<file path="config.mk">
export PLATFORM = sky130hd
export DESIGN_NAME = ha_array_accumulator
export DESIGN_NICKNAME = d
export VERILOG_FILES = /design/src/rtl/ha_array_pkg.sv /design/src/rtl/ha_array_accumulator_row_value.sv /design/src/rtl/ha_array_accumulator.sv
export SDC_FILE = /design/constraint.sdc
export NUM_CORES = 1
export LEC_CHECK = 0
export BUFFER_PORTS_ARGS = -buffer_cell sky130_fd_sc_hd__buf_2
export CORE_ASPECT_RATIO = 0.5
export CORE_UTILIZATION = 58
export CTS_BUF_LIST = sky130_fd_sc_hd__clkbuf_8
export DETAILED_ROUTE_END_ITERATION = 8
export PLACE_DENSITY = 0.8
export SYNTH_ARGS = -nofsm -noshare
export SYNTH_HDL_FRONTEND = slang
export SYNTH_SLANG_ARGS = --single-unit
</file>
<file path="constraint.sdc">
create_clock -name clk -period 5.7 [get_ports clk]
set_input_delay 0.57 -clock clk [delete_from_list [all_inputs] [get_ports clk]]
set_output_delay 0.57 -clock clk [all_outputs]
set_load 0.02 [all_outputs]
</file>
<file path="src/rtl/ha_array_pkg.sv">
// Shared widths, FSM state encoding and the row record for the ha_array accumulator.
package ha_array_pkg;

  localparam int HA_ROWS   = 4;
  localparam int HA_B_W    = 7;
  localparam int HA_T_W    = 9;
  localparam int HA_ROW_W  = 10;
  localparam int HA_PROD_W = 16;

  typedef enum logic [1:0] {
    IDLE = 2'd0,
    ACC  = 2'd1,
    DONE = 2'd2
  } ha_acc_state_t;

  typedef struct packed {
    logic [HA_B_W-1:0] b;
    logic [HA_T_W-1:0] t;
  } ha_row_t;

endpackage

</file>
<file path="src/rtl/ha_array_accumulator_row_value.sv">
// Combinational value of one half-adder partial-product row: r = t + (b << 2).
module ha_row_value
  import ha_array_pkg::*;
(
  input  logic [HA_B_W-1:0]   b,
  input  logic [HA_T_W-1:0]   t,
  output logic [HA_ROW_W-1:0] r
);

  // Both operands are at most 9 bits, so the 10-bit sum cannot overflow.
  assign r = {1'b0, t} + {1'b0, b, 2'b00};

endmodule

</file>
<file path="src/rtl/ha_array_accumulator.sv">
// Iterative four-row accumulator behind the ha_array multiplier generators.
// Optional build macro HA_ACC_COMP_EN adds a saturating bias (COMP_BIAS) to the result.
module ha_array_accumulator
  import ha_array_pkg::*;
(
  input  logic                 clk,
  input  logic                 rst,
  input  logic                 in_valid,
  output logic                 in_ready,
  input  logic [HA_B_W-1:0]    ha_array_0_b,
  input  logic [HA_B_W-1:0]    ha_array_1_b,
  input  logic [HA_B_W-1:0]    ha_array_2_b,
  input  logic [HA_B_W-1:0]    ha_array_3_b,
  input  logic [HA_T_W-1:0]    ha_array_0_t,
  input  logic [HA_T_W-1:0]    ha_array_1_t,
  input  logic [HA_T_W-1:0]    ha_array_2_t,
  input  logic [HA_T_W-1:0]    ha_array_3_t,
  output logic                 out_valid,
  input  logic                 out_ready,
  output logic [HA_PROD_W-1:0] product
);

`ifdef HA_ACC_COMP_EN
  // Only the compensated build has a bias to configure.
  parameter logic [HA_PROD_W-1:0] COMP_BIAS = 16'd128;
`endif

  ha_acc_state_t          state_q;
  logic [1:0]             rc_q;
  logic [HA_PROD_W-1:0]   acc_q;
  logic [HA_PROD_W-1:0]   prod_q;
  ha_row_t                rows_q [HA_ROWS];

  ha_row_t                row_sel;
  logic [HA_ROW_W-1:0]    row_val;
  logic [HA_PROD_W-1:0]   contrib;
  logic [HA_PROD_W-1:0]   acc_next;
  logic [HA_PROD_W-1:0]   prod_load;

  assign row_sel = rows_q[rc_q];

  ha_row_value u_row_value (
    .b (row_sel.b),
    .t (row_sel.t),
    .r (row_val)
  );

  assign contrib  = {6'd0, row_val} << {rc_q, 1'b0};
  assign acc_next = acc_q + contrib;

`ifdef HA_ACC_COMP_EN
  // Bias is applied after the modulo-2^16 wrap of the row sum.
  logic [HA_PROD_W:0] biased;
  assign biased    = {1'b0, acc_next} + {1'b0, COMP_BIAS};
  assign prod_load = biased[HA_PROD_W] ? {HA_PROD_W{1'b1}} : biased[HA_PROD_W-1:0];
`else
  assign prod_load = acc_next;
`endif

  // Row sets are only captured on the IDLE accept edge; later input changes are ignored.
  always_ff @(posedge clk) begin
    if (state_q == IDLE && in_valid) begin
      rows_q[0] <= {ha_array_0_b, ha_array_0_t};
      rows_q[1] <= {ha_array_1_b, ha_array_1_t};
      rows_q[2] <= {ha_array_2_b, ha_array_2_t};
      rows_q[3] <= {ha_array_3_b, ha_array_3_t};
    end
  end

  always_ff @(posedge clk) begin
    if (rst) begin
      state_q <= IDLE;
      rc_q    <= 2'd0;
      acc_q   <= '0;
      prod_q  <= '0;
    end else begin
      case (state_q)
        IDLE: begin
          if (in_valid) begin
            acc_q   <= '0;
            rc_q    <= 2'd0;
            state_q <= ACC;
          end
        end
        ACC: begin
          acc_q <= acc_next;
          rc_q  <= rc_q + 2'd1;
          if (rc_q == 2'd3) begin
            prod_q  <= prod_load;
            state_q <= DONE;
          end
        end
        DONE: begin
          if (out_ready) state_q <= IDLE;
        end
        default: state_q <= IDLE;
      endcase
    end
  end

  assign in_ready  = (state_q == IDLE);
  assign out_valid = (state_q == DONE);
  assign product   = prod_q;

endmodule
</file>
# == After elaboration in Yosys (flattened, before gate mapping) ==
# Memory sizes are Yosys's and may differ from the RTL's. A register that Yosys moved wholly into a read port is not among the register bits.
# Index checks and enable logic that the tools add are counted.
# Widths: inputs -> output; s select.
# word_totals
regBits,36
ramBits,64
in_bits,68
output_inout_bits,18
wordCells,33
mem_count,1
# memory_table
memory,words,word_bits,read_ports,rd_clocked_by_memory_dff,wr,line,rtl
rows_q,4,16,1,1,4,ha_array_accumulator.sv:32,ha_row_t rows_q [HA_ROWS];
# op_classes
add_sub_neg,3
eq_ne,6
shifts,1
n_mux,12
n_reduce_logical,6
# op_table
cell,count
$pmux 16 s2,1
$add 16x16->16,1
$mux 16,1
$shl 10x3->16,1
$mux 2,6
$add 9x9->10,1
$pmux 2 s3,1
$eq 2x2->1 const B,2
$ne 2x2->1 const B,2
$pmux 2 s2,1
$reduce_and 2->1,2
$reduce_and 3->1,1
$add 2x1->2 const B,1
$eq 2x1->1 const B,1
$logic_not 2->1,1
$mux 1,2
$ne 2x1->1 const B,1
$reduce_bool 2->1,1
$logic_and 1x1->1,1

# == Depth between registers and ports, before layout ==
# logic_depth
word_depth,5
ltp_mapped,18
mapped_depth_nobuf,16

# == Cells and area by module ==
# From an unflattened synthesis, not the netlist that was laid out.
# unflattened
cells_unflattened,409
area_unflattened_um2,4937.2
# by_module_without_submodules
module,instances,cells_per_inst,area_each_um2,seq_area_each_um2
ha_array_accumulator,1,370,4635.7,2682.6
ha_row_value,1,39,301.5,0.0

# == Worst setup path before layout ==
# No wires, ideal clock.
# synth_path
path_type,reg-to-reg
start,register (tool-made name)
end,register prod_q[15] (netlist: product[15])
setup_ns,0.079
arrival_time_ns,4.152
required_ns,5.621
setup_slack_ns,1.468
path_stages_with_launch,18
n_path_buf,2
period_less_slack_ns,4.232
cell_sequence,dfxtp_1 > buf_2 > buf_2 > mux4_2 > ha_1 > a21o_1 > a21o_1 > a21o_1 > a2111oi_0 > a31oi_1 > a21oi_1 > ha_1 > a21oi_1 > nor2b_1 > o21a_1 > a2111oi_4 > xnor2_1 > a211oi_2
# synth_rtl
element,line,rtl
"end signal, assigned",ha_array_accumulator.sv:89,prod_q <= prod_load;
"end, declared",ha_array_accumulator.sv:31,logic [HA_PROD_W-1:0] prod_q;

==> flow_results.xml <==
<?xml version="1.0" encoding="UTF-8"?>
<metrics>
  <group name="outcome">
    <metric name="run_status" unit="">finished, final reports clean</metric>
  </group>
  <group name="die">
    <metric name="top_level_ports" unit="">86</metric>
    <metric name="dieWidth" unit="µm">133</metric>
    <metric name="core_area" unit="µm²">8170</metric>
    <metric name="floorplan.rows" unit="">23</metric>
    <metric name="die_h" unit="µm">67.6</metric>
    <metric name="floorplan.initialDensity" unit="">0.610</metric>
    <metric name="floorplan.die_area" unit="µm²">8990</metric>
  </group>
  <group name="power">
    <metric name="p_switching" unit="mW">0.554</metric>
    <metric name="internal_power" unit="mW">1.18</metric>
    <metric name="leakage" unit="nW">2.20</metric>
    <metric name="max-vdd-ir-drop" unit="µV">179</metric>
    <metric name="power.sequential.fraction" unit="">0.492</metric>
    <metric name="share_comb_of_total_power" unit="">0.255</metric>
    <metric name="power_per_cell_area" unit="nW/µm²">305</metric>
    <metric name="clock_power_share" unit="">0.253</metric>
    <metric name="sw_frac_of_total" unit="">0.319</metric>
    <metric name="total_power" unit="mW">1.73</metric>
  </group>
  <group name="placed_design">
    <metric name="gp_routability_congestion" unit="">0.909</metric>
    <metric name="placed_cells" unit="">589</metric>
    <metric name="hpwlAfterDp" unit="µm">7420</metric>
    <metric name="dpl_cell_area" unit="µm²">5500</metric>
    <metric name="placement.io_buffers" unit="">85</metric>
    <metric name="place_ws" unit="ps">849</metric>
  </group>
  <group name="detailed_routing">
    <metric name="postRouteAntennaNets" unit="">0</metric>
    <metric name="routed_wire_length_per_instance" unit="µm">16.5</metric>
    <metric name="drt_pass1_iterations" unit="">4</metric>
    <metric name="drt_iter0_drc" unit="">211</metric>
    <metric name="vias" unit="">3441</metric>
    <metric name="drcViolationCount" unit="">0</metric>
    <metric name="post_drt_via_cell_ratio" unit="">5.69</metric>
    <metric name="route.final.wire_length" unit="µm">10000</metric>
  </group>
  <group name="synth">
    <metric name="synth_enable_flop_cells" unit="">64</metric>
    <metric name="synth.cell_area" unit="µm²">4980</metric>
    <metric name="synth_top_area_frac" unit="">0.386</metric>
    <metric name="proportion_of_synthesized_chip_area_in_sequential_cells" unit="">0.538</metric>
    <metric name="ranking_of_synthesized_cells_by_area" unit="">edfxtp_1, dfxtp_1, mux4_2</metric>
    <metric name="yosys_warnings" unit="">0</metric>
    <metric name="postSynthRegisterBits" unit="">102</metric>
    <metric name="mappedNetlistNets" unit="">500</metric>
    <metric name="netlist_top_cells_count" unit="">edfxtp_1, dfxtp_1, nand2_1, nor2_1, a21oi_1</metric>
    <metric name="postSynthAreaPerCell" unit="µm²">12.2</metric>
    <metric name="synth_instances" unit="">407</metric>
    <metric name="synth_cell_types" unit="">61</metric>
    <metric name="asyncSetResetFlopFracSynth" unit="">0</metric>
    <metric name="synthMostInstantiatedCell" unit="">edfxtp_1</metric>
    <metric name="yosys_most_used_dff" unit="">edfxtp_1</metric>
    <metric name="dominant_cell_type_by_area_after_synthesis" unit="">edfxtp_1</metric>
  </group>
  <group name="final_layout">
    <metric name="finalNetCount" unit="">581</metric>
    <metric name="insertedDiodeCount" unit="">0</metric>
    <metric name="filler_cell_count" unit="">624</metric>
    <metric name="final_layout_size_suffix_gt1_frac" unit="">0.276</metric>
    <metric name="stdcell_count" unit="">605</metric>
    <metric name="fin_area" unit="µm²">5680</metric>
    <metric name="layout.core_utilization" unit="">0.695</metric>
    <metric name="areaGrowthSynthToFinish" unit="%">14.0</metric>
  </group>
  <group name="timing">
    <metric name="timing.setup.tns" unit="ps">0</metric>
    <metric name="fin_worst_skew" unit="ps">9.53</metric>
    <metric name="max_slew.worst_pin.slew" unit="ps">832</metric>
    <metric name="setup_viol_count_final" unit="">0</metric>
    <metric name="setup_repair_after_global_routing_missed_its_margin" unit="">false</metric>
    <metric name="fmaxAchievable" unit="GHz">0.205</metric>
    <metric name="final_max_slew_viol_count" unit="">0</metric>
    <metric name="hold_viol" unit="">0</metric>
    <metric name="final.setup.worst_slack" unit="ps">832</metric>
    <metric name="timing.hold.ws" unit="ps">357</metric>
    <metric name="fin_crit_sh" unit="">0.854</metric>
    <metric name="finalWorstPathRequiredPeriod" unit="ps">4870</metric>
    <metric name="max-slew-margin-rel" unit="">0.444</metric>
  </group>
  <group name="critical_path">
    <metric name="worst-setup-path-type" unit="">flip-flop to flip-flop</metric>
    <metric name="critPathCapture" unit="">product[15]</metric>
    <metric name="critPathLaunchType" unit="">flip-flop</metric>
    <metric name="critical_path.endpoint_type" unit="">flip-flop</metric>
    <metric name="timing.critical_path.fanout_max" unit="">10</metric>
    <metric name="worst-r2r-cell-count" unit="">16</metric>
    <metric name="regToRegEndpoint" unit="">product[15]</metric>
    <metric name="critPathRequiredTime" unit="ps">5940</metric>
    <metric name="crit_arrival" unit="ps">5110</metric>
    <metric name="regToRegSetupSlack" unit="ps">830</metric>
  </group>
  <group name="grt">
    <metric name="antenna_violations_before_repair" unit="">0</metric>
    <metric name="grtUsageTotal" unit="">0.236</metric>
    <metric name="grt_pass1_vias" unit="">3147</metric>
    <metric name="grt.overflow.total" unit="">0</metric>
    <metric name="maximum_number_of_pins_on_one_net_before_global_route_repair" unit="">66</metric>
    <metric name="wire_length_of_the_first_global_routing_pass" unit="µm">15800</metric>
  </group>
  <group name="clock_network">
    <metric name="clk_latency" unit="ps">380</metric>
    <metric name="max-clock-path-buffers" unit="">2</metric>
    <metric name="hold_buffers" unit="">0</metric>
    <metric name="cts_buffers" unit="">9</metric>
    <metric name="cts_num_sinks" unit="">102</metric>
    <metric name="post_cts_resize_count" unit="">0</metric>
    <metric name="h-tree-depth" unit="">3</metric>
    <metric name="clk_root_buffer_cell" unit="">clkbuf_8</metric>
    <metric name="tritoncts" unit="">built</metric>
    <metric name="post_cts_buffers" unit="">0</metric>
    <metric name="path_clk_slew" unit="ps">100</metric>
  </group>
  <group name="min_path">
    <metric name="tightest_hold_check_type" unit="">input port to flip-flop</metric>
  </group>
  <group name="run">
    <metric name="drv_cap" unit="">0</metric>
  </group>
</metrics>
## kinds of logic (layout without fill, tap and decap cells)
logic type | Yosys count | in the layout | synth area share
AND/OR/NAND/NOR | 110 | 110 | 0.104
flip-flops | 102 | 102 | 0.538
AO/OA/AOI/OAI | 101 | 101 | 0.149
multiplexers | 28 | 28 | 0.0966
buffers and inverters | 27 | 113 | 0.0218
adder cells (fa/ha/maj) | 25 | 25 | 0.0658
XOR/XNOR | 14 | 14 | 0.0246
## layout make-up
| cell class | instances | area (µm²) | area share |
|---|---|---|---|
| multi-input cells | 278 | 2190 | 0.386 |
| clock buffers | 9 | 124 | 0.0218 |
| flip-flops and latches | 102 | 2680 | 0.472 |
| well taps | 112 | 140 | 0.0247 |
| inverters | 9 | 33.8 | 0.00594 |
| repair buffers | 88 | 448 | 0.0788 |
| clock inverters | 7 | 61.3 | 0.0108 |
## flip-flops by register name, summed over array words and instances, names as in the netlist, named ones only
register	count
rc_q	2
acc_q	16
product	16
state_q	2
rows_q	64
## power groups by stage
| stage | Combinational, mW | Clock, mW | Sequential [mW] |
|---|---|---|---|
| after floorplan | 0.340 | 0 | 0.858 |
| after global placement | 0.427 | 0 | 0.868 |
| after detailed placement | 0.434 | 0 | 0.871 |
| after CTS | 0.438 | 0.450 | 0.854 |
| after global routing | 0.488 | 0.479 | 0.859 |
| final | 0.442 | 0.438 | 0.854 |
## cell usage in the layout, fill, tap and decap left out, types with 2 or more instances in the layout
cell / n
mux2i_1: 11
a21o_1: 6
nor2b_1: 6
nor2_1: 30
o21a_1: 8
dfxtp_1: 38
a31oi_1: 3
a211oi_2: 4
xnor2_1: 9
buf_4: 3
a21oi_2: 2
a22oi_1: 6
o21bai_1: 2
inv_6: 3
a21oi_1: 29
nand3_1: 9
inv_1: 9
a211oi_1: 6
nor3_1: 2
nand2b_1: 3
edfxtp_1: 64
inv_8: 2
o31ai_1: 2
buf_2: 85
nand2_1: 35
clkbuf_8: 9
o21ai_0: 11
and2_1: 4
nand4_1: 2
xor2_1: 5
o211ai_1: 5
fa_1: 2
mux4_2: 16
and3_1: 6
or3_1: 4
ha_1: 23
nor4_1: 2
## worst min path at each step
stage | start | to | slack, ps | cells past startpoint
after floorplan | acc_q[10] | acc_q[10] | 430 | 2
after global placement | product[4] | product[4] | 440 | 2
after detailed placement | product[5] | product[5] | 450 | 2
after CTS | ha_array_3_b[6] | rows_q[3][15] | 350 | 1
after global routing | ha_array_3_t[7] | rows_q[3][7] | 340 | 1
final | ha_array_1_t[7] | rows_q[1][7] | 360 | 1
## per-layer routing
metal,vias to the layer above,share of wire,global-route usage
li1,1711,-,-
met1,1602,0.51,0.347
met2,116,0.41,0.353
met3,12,0.067,0.0556
met4,0,0.010,0.0639
met5,-,0,0
## critical path: stages (launching register included)
cell,delay (ps)
dfxtp_1,750
mux4_2,590
ha_1,240
fa_1,410
a21o_1,190
a21o_1,210
a21o_1,230
a2111oi_0,420
a31oi_1,80
a21oi_1,190
ha_1,320
a21oi_1,230
nor2b_1,80
o21a_1,200
a2111oi_4,330
xnor2_1,190
a211oi_2,90
(Power assumes the default switching activity.)
